===== src/rtl/pwm_bank_pkg.sv =====
// pwm_bank_pkg
//   Shared constants for the PWM/divider family: default counter width,
//   channel-select width and the per-channel values loaded on reset.
//   No ports; imported by pwm_channel and pwm_bank.
package pwm_bank_pkg;

  localparam int BUS_SIZE_DEF  = 24;
  localparam int CH_SEL_W      = 4;
  localparam int NB_CH_MAX     = 16;
  localparam int NBT_RST_DEF   = 10;
  localparam int NBTON_RST_DEF = 5;

endpackage


===== src/rtl/pwm_channel.sv =====
// pwm_channel
//   One PWM channel: period counter, active and pending period/duty
//   registers, registered output and period-boundary tick.
// Ports
//   clk, rst          clock (rising edge), asynchronous active-high reset
//   en                run enable; low forces the counter to 0 and the
//                     output to its inactive level
//   wr                write strobe already decoded for this channel
//   nbt_in, nbton_in  new period / active length
//   pwm               registered PWM output
//   tick              one-cycle pulse after the last count of a period
//   pend              a written value is waiting for the period boundary
module pwm_channel
  import pwm_bank_pkg::*;
#(
  parameter int   BUS_SIZE  = BUS_SIZE_DEF,
  parameter int   NBT_RST   = NBT_RST_DEF,
  parameter int   NBTON_RST = NBTON_RST_DEF,
  parameter logic POLARITE  = 1'b0
) (
  input  logic                clk,
  input  logic                rst,
  input  logic                en,
  input  logic                wr,
  input  logic [BUS_SIZE-1:0] nbt_in,
  input  logic [BUS_SIZE-1:0] nbton_in,
  output logic                pwm,
  output logic                tick,
  output logic                pend
);

  localparam logic [BUS_SIZE-1:0] ONE = BUS_SIZE'(1);

  logic [BUS_SIZE-1:0] cnt;
  logic [BUS_SIZE-1:0] nbt_a;
  logic [BUS_SIZE-1:0] nbton_a;
  logic [BUS_SIZE-1:0] nbt_p;
  logic [BUS_SIZE-1:0] nbton_p;
  logic [BUS_SIZE-1:0] nbt_eff;
  logic                boundary;

  // A period of 0 runs as a period of 1.
  assign nbt_eff  = (nbt_a == '0) ? ONE : nbt_a;
  assign boundary = (cnt == nbt_eff - ONE);

  always_ff @(posedge clk or posedge rst) begin
    if (rst) begin
      cnt     <= '0;
      nbt_a   <= BUS_SIZE'(NBT_RST);
      nbton_a <= BUS_SIZE'(NBTON_RST);
      nbt_p   <= BUS_SIZE'(NBT_RST);
      nbton_p <= BUS_SIZE'(NBTON_RST);
      pend    <= 1'b0;
      tick    <= 1'b0;
      pwm     <= POLARITE;
    end else begin
      if (wr) begin
        nbt_p   <= nbt_in;
        nbton_p <= nbton_in;
      end
      if (!en) begin
        // Idle channel: no boundary to wait for, so new values go live at once.
        cnt  <= '0;
        tick <= 1'b0;
        pwm  <= POLARITE;
        pend <= 1'b0;
        if (wr) begin
          nbt_a   <= nbt_in;
          nbton_a <= nbton_in;
        end else if (pend) begin
          nbt_a   <= nbt_p;
          nbton_a <= nbton_p;
        end
      end else begin
        pwm  <= (cnt < nbton_a) ? ~POLARITE : POLARITE;
        tick <= boundary;
        if (boundary) begin
          cnt  <= '0;
          pend <= 1'b0;
          // A write landing on the boundary itself bypasses the pending stage.
          if (wr) begin
            nbt_a   <= nbt_in;
            nbton_a <= nbton_in;
          end else if (pend) begin
            nbt_a   <= nbt_p;
            nbton_a <= nbton_p;
          end
        end else begin
          cnt <= cnt + ONE;
          if (wr) pend <= 1'b1;
        end
      end
    end
  end

endmodule


===== src/rtl/pwm_bank.sv =====
// pwm_bank
//   Bank of NB_CH independent PWM channels sharing one write port.
// Ports
//   clkIn              clock, rising edge
//   rstIn              asynchronous active-high reset
//   en[NB_CH]          per-channel run enable
//   wr, ch_sel         write strobe and target channel (ch_sel >= NB_CH ignored)
//   nbt_in, nbton_in   period / active length carried by wr
//   pwmOut[NB_CH]      registered PWM outputs
//   tick[NB_CH]        per-channel period-boundary pulses
//   pend[NB_CH]        per-channel write-pending flags
module pwm_bank
  import pwm_bank_pkg::*;
#(
  parameter int   BUS_SIZE  = BUS_SIZE_DEF,
  parameter int   NB_CH     = 4,
  parameter int   NBT_RST   = NBT_RST_DEF,
  parameter int   NBTON_RST = NBTON_RST_DEF,
  parameter logic POLARITE  = 1'b0
) (
  input  logic                clkIn,
  input  logic                rstIn,
  input  logic [NB_CH-1:0]    en,
  input  logic                wr,
  input  logic [CH_SEL_W-1:0] ch_sel,
  input  logic [BUS_SIZE-1:0] nbt_in,
  input  logic [BUS_SIZE-1:0] nbton_in,
  output logic [NB_CH-1:0]    pwmOut,
  output logic [NB_CH-1:0]    tick,
  output logic [NB_CH-1:0]    pend
);

  for (genvar i = 0; i < NB_CH; i++) begin : g_ch
    logic wr_ch;

    // Selects beyond NB_CH never match any generated channel.
    assign wr_ch = wr && (ch_sel == CH_SEL_W'(i));

    pwm_channel #(
      .BUS_SIZE  (BUS_SIZE),
      .NBT_RST   (NBT_RST),
      .NBTON_RST (NBTON_RST),
      .POLARITE  (POLARITE)
    ) u_ch (
      .clk      (clkIn),
      .rst      (rstIn),
      .en       (en[i]),
      .wr       (wr_ch),
      .nbt_in   (nbt_in),
      .nbton_in (nbton_in),
      .pwm      (pwmOut[i]),
      .tick     (tick[i]),
      .pend     (pend[i])
    );
  end

endmodule


===== config.mk =====
export PLATFORM = sky130hd
export DESIGN_NAME = pwm_bank
export DESIGN_NICKNAME = d
export VERILOG_FILES = /design/src/rtl/pwm_bank_pkg.sv /design/src/rtl/pwm_channel.sv /design/src/rtl/pwm_bank.sv
export SDC_FILE = /design/constraint.sdc
export NUM_CORES = 1
export LEC_CHECK = 0
export CAP_MARGIN = 5
export CELL_PAD_IN_SITES_DETAIL_PLACEMENT = 0
export CELL_PAD_IN_SITES_GLOBAL_PLACEMENT = 1
export CORE_ASPECT_RATIO = 2
export CORE_MARGIN = 2
export CORE_UTILIZATION = 45
export DETAILED_ROUTE_END_ITERATION = 8
export GPL_TIMING_DRIVEN = 0
export PLACE_DENSITY = 0.86
export SYNTH_ARGS = -nofsm -noshare
export SYNTH_HDL_FRONTEND = slang
export SYNTH_SLANG_ARGS = --single-unit

===== constraint.sdc =====
create_clock -name clkIn -period 14.1 [get_ports clkIn]
set_input_delay 1.41 -clock clkIn [delete_from_list [all_inputs] [get_ports clkIn]]
set_output_delay 1.41 -clock clkIn [all_outputs]
set_load 0.01 [all_outputs]

==> results.md <==
- Max-cap violation count: 0
- Class of the most critical hold timing path: register to register
- Number of global-route vias before repair: 24634
- Slew margin rel.: 19.6%
- Num rows: about 130
- Result of the run: complete, no violations
- CTS clk-pin slew, worst paths: ~80 ps
- Placer Congestion: about 0.92
- Start of the worst register-to-register path: g_ch[0].u_ch.nbt_a[11]$_DFFE_PP0P_
- Worst hold slack after final layout: a little under 500 ps
- Largest clock skew in the final design: approximately 34 ps
- Final period demand of the worst path: approximately 5400 ps
- Share of the cycle needed by the critical path after routing: between 30 and 40%
- Boundary pin count: between 70 and 80
- Number of sinks handled by clock tree synthesis: ~490
- Mean instance size in the synthesized netlist: 9.57 um2
- Start point of the critical path: g_ch[0].u_ch.nbt_a[11]$_DFFE_PP0P_
- Number of enable flip-flop cells after synthesis: 0
- Post-layout power: 4.91 mW
- Dominant synthesized flop cell: dfrtp_1
- Global-route total usage across every layer: a little over a quarter
- Worst path arrival time: ~6000 ps
- Initial Utilization: approximately 45%
- Sum of overflow across all layers after global routing: 0
- Final wirelength: around 94000 um
- Post-route setup slack: 8680 ps
- Number of buffers inserted to repair setup after CTS: 0
- Share of layout cells above drive strength 1: around 14%
- Number of endpoints failing setup at the final stage: 0
- Yosys warnings: 0
- Routed wire length per instance: 22.3 um
- Detailed placer's ending HPWL: 67400 um
- Initial DRT Pass Iterations: 5
- Die height: around 370 um
- Crit end category: register
- Drt initial violations: between 2000 and 2500
- Net count of the finished layout: between 3000 and 4000
- Final Cell Area: 0.0340 mm2
- Startpoint of the lowest-slack hold path: g_ch[2].u_ch.nbton_p[16]$_DFFE_PP0P_
- Cell area after synthesis: ~0.03 mm2
- Maximum cell stage delay along the critical path: 980 ps
- Antenna Violating Nets Remaining: 0
- Total of flip-flops plus latches after synthesis: approximately 490
- Cells after DPL: approximately 4100
- Number of hold violations in the final report: 0
- Total power divided by cell area: 145 mW/mm2
- Clk Latency, worst-skew pair: about 600 ps
- Fraction of registers with async set/reset: 100%
- Post-placement setup slack: roughly 8600 ps
- Number of library cell types mapped by synthesis: 87
- Largest fanout on the critical path: 10
- Maximum number of pins on one net before global-route repair: 44
- Area of the multi-input gates: approximately 0.016 mm2
- Finished Layout Cells: about 4200
- Initial antenna violation count: 1
- Timing-limited maximum frequency: 0.184 GHz
- Post-synthesis sequential area ratio: 41.1%
- Die outline width: around 190 um
- Unrepaired setup endpoints after global routing: no
- Worst path required time: between 10000 and 15000 ps
- Clock tree root driver cell: clkbuf_16
- Total via count after detailed routing: 25348
- Post-DP Area: approximately 0.032 mm2
- Number of buffers added by the clock tree synthesis step: 48
- Area grow syn2layout: 12.9%
- Wire length of the first global-routing pass: ~150000 um
- Quantity of I/O buffers inserted on ports: 69
- Post-cts resize count: 0
- Number of H-tree branching levels: 2
- Number of buffers inserted for hold repair after clock tree synthesis: 0
- Mapped Cells: 3142
- DR DRC count: 0
- Die area: 0.0690 mm2
- Maximum buffer depth of the clock tree: 3
- Final Core Density: about half
- Top cell by count, worst path: clkbuf_1
- Leakage Power: ~15 nW
- Drt via density: ~6.0
- Peak supply drop: roughly 100 uV
- Cell with the largest stage delay on the worst path: nor4_1
- Clock tree from TritonCTS: built
- Area of the core region: between 0.06 and 0.07 mm2
- Slew @ Worst Pin: approximately 1200 ps
- Syn Nets: 3301
- Total negative slack for setup checks: 0 ps
- Worst Setup Start Kind: register
- FF+latch area: between 0.01 and 0.015 mm2
- Final slew viol count: 0
- Critical path cell sequence: clkbuf_1, or3_1, clkbuf_1, nor4_1, a31oi_1, ha_1, or3b_2, o31ai_1, and3_1, o31a_1, nor4_1, and4b_1, buf_2, clkbuf_1, buf_2, a21oi_1, nor3_1
- Critical path type: register to register
- Number of filler cells placed in the layout: slightly above 6000
registers in the layout, indices dropped and copies added, names as in the netlist:
name,count
g_ch.u_ch.cnt,96
g_ch.u_ch.nbt_a,96
g_ch.u_ch.nbt_p,96
g_ch.u_ch.nbton_a,96
g_ch.u_ch.nbton_p,96
g_ch.u_ch.pend,4
g_ch.u_ch.pwm,4
g_ch.u_ch.tick,4
cell usage in the layout (no fill, tap or decap), drive strengths merged, types with 10 or more instances in the layout:
| master | netlist | layout |
|---|---|---|
| nor3 | 134 | 134 |
| or4 | 18 | 18 |
| a21o | 39 | 39 |
| a211oi | 60 | 60 |
| mux2i | 54 | 54 |
| clkdlybuf4s50 | 0 | 69 |
| a31oi | 10 | 10 |
| and2 | 11 | 11 |
| a21oi | 142 | 142 |
| nand4 | 31 | 31 |
| xnor2 | 106 | 106 |
| nand2 | 255 | 255 |
| or3 | 62 | 62 |
| nand2b | 73 | 73 |
| and3 | 43 | 43 |
| nor2 | 260 | 260 |
| o221ai | 145 | 145 |
| nand3 | 64 | 64 |
| nor2b | 15 | 15 |
| or2 | 11 | 11 |
| bufinv | 0 | 12 |
| and4 | 54 | 54 |
| o21ai | 30 | 30 |
| dfrtp | 460 | 460 |
| nor4 | 134 | 134 |
| o211ai | 12 | 12 |
| dfstp | 32 | 32 |
| clkbuf | 156 | 215 |
| a2111oi | 10 | 10 |
| mux2 | 193 | 193 |
| buf | 81 | 95 |
| ha | 100 | 100 |
| xor2 | 84 | 84 |
| inv | 165 | 166 |
logic make-up (layout without fill, tap and decap cells):
logic type      after synthesis  after routing  share of synthesized area [%]
fa+ha+maj                   100            100                           4.16
compound gates              510            510                           12.8
buf+inv                     403            574                           5.80
xor+xnor                    190            190                           5.54
flops                       492            492                           41.1
mux                         247            247                           9.03
simple gates               1200           1200                           21.5
other cells                   0              6                              0
cell type report:
cell class              count  share of cell area (%)
repair buffers             83                    2.82
multi-input cells        2247                    47.0
well taps                 884                    3.26
plain buffers             237                    3.30
clock inverters            29                    1.41
inverters                 166                    1.85
diodes                      6                  0.0442
flip-flops and latches    492                    36.4
clock buffers              59                    3.93
power by group:
group / internal, mW / switching [mW]
logic: 0.587 / 1.07
clock network: 0.896 / 0.609
registers: 1.63 / 0.119
total: 3.11 / 1.80
metal layers:
metal	GRT usage, %	part of all wire [%]	up-vias
li1	-	-	11641
met1	36.5	43	12494
met2	42.5	46	996
met3	2.97	6.0	217
met4	13.6	5.6	0
met5	0	0	-
cell usage after synthesis (18+ instances only):
cell type,number,area (um2)
ha_1,100,1250
and4_1,54,473
nand2b_1,73,457
inv_1,165,619
a211oi_1,31,233
mux2i_1,54,541
nor4_1,100,626
and3_1,43,269
clkbuf_1,155,582
buf_4,18,135
nor2_1,260,976
a211oi_2,29,363
xor2_1,84,736
buf_2,35,175
xnor2_1,106,928
o21ai_0,29,145
mux2_1,20,225
nand4_1,31,194
a21o_1,39,293
nand2_1,255,957
nor4_2,30,375
dfrtp_1,460,11500
a21oi_1,142,711
nor3_1,131,656
or3_1,62,388
nand3_1,64,320
dfstp_2,32,841
mux2_2,173,1950
o221ai_1,145,1270
path summary, 6_finish.rpt:
check | endpoint | slack (ps) | cells past startpoint
max in group asynchronous | g_ch[3].u_ch.nbt_a[3]$_DFFE_PP1P_ | 10670 | 8
min in group asynchronous | g_ch[2].u_ch.nbton_p[16]$_DFFE_PP0P_ | 1330 | 2
max | g_ch[0].u_ch.nbton_a[18]$_DFFE_PP0P_ | 8680 | 17
min | g_ch[2].u_ch.nbton_p[16]$_DFFE_PP0P_ | 490 | 1
max reg2reg | g_ch[0].u_ch.nbton_a[18]$_DFFE_PP0P_ | 8680 | 17
min reg2reg | g_ch[2].u_ch.nbton_p[16]$_DFFE_PP0P_ | 490 | 1
worst max-delay path: cells and delay by family (launching register included):
| kind | cells | cell delay (ps) |
|---|---|---|
| AND/OR/NAND/NOR | 7 | 2510 |
| buffers and inverters | 5 | 1380 |
| AO/OA/AOI/OAI | 4 | 750 |
| flip-flops | 1 | 360 |
| adder cells (fa/ha/maj) | 1 | 320 |
(Power assumes the default switching activity.)
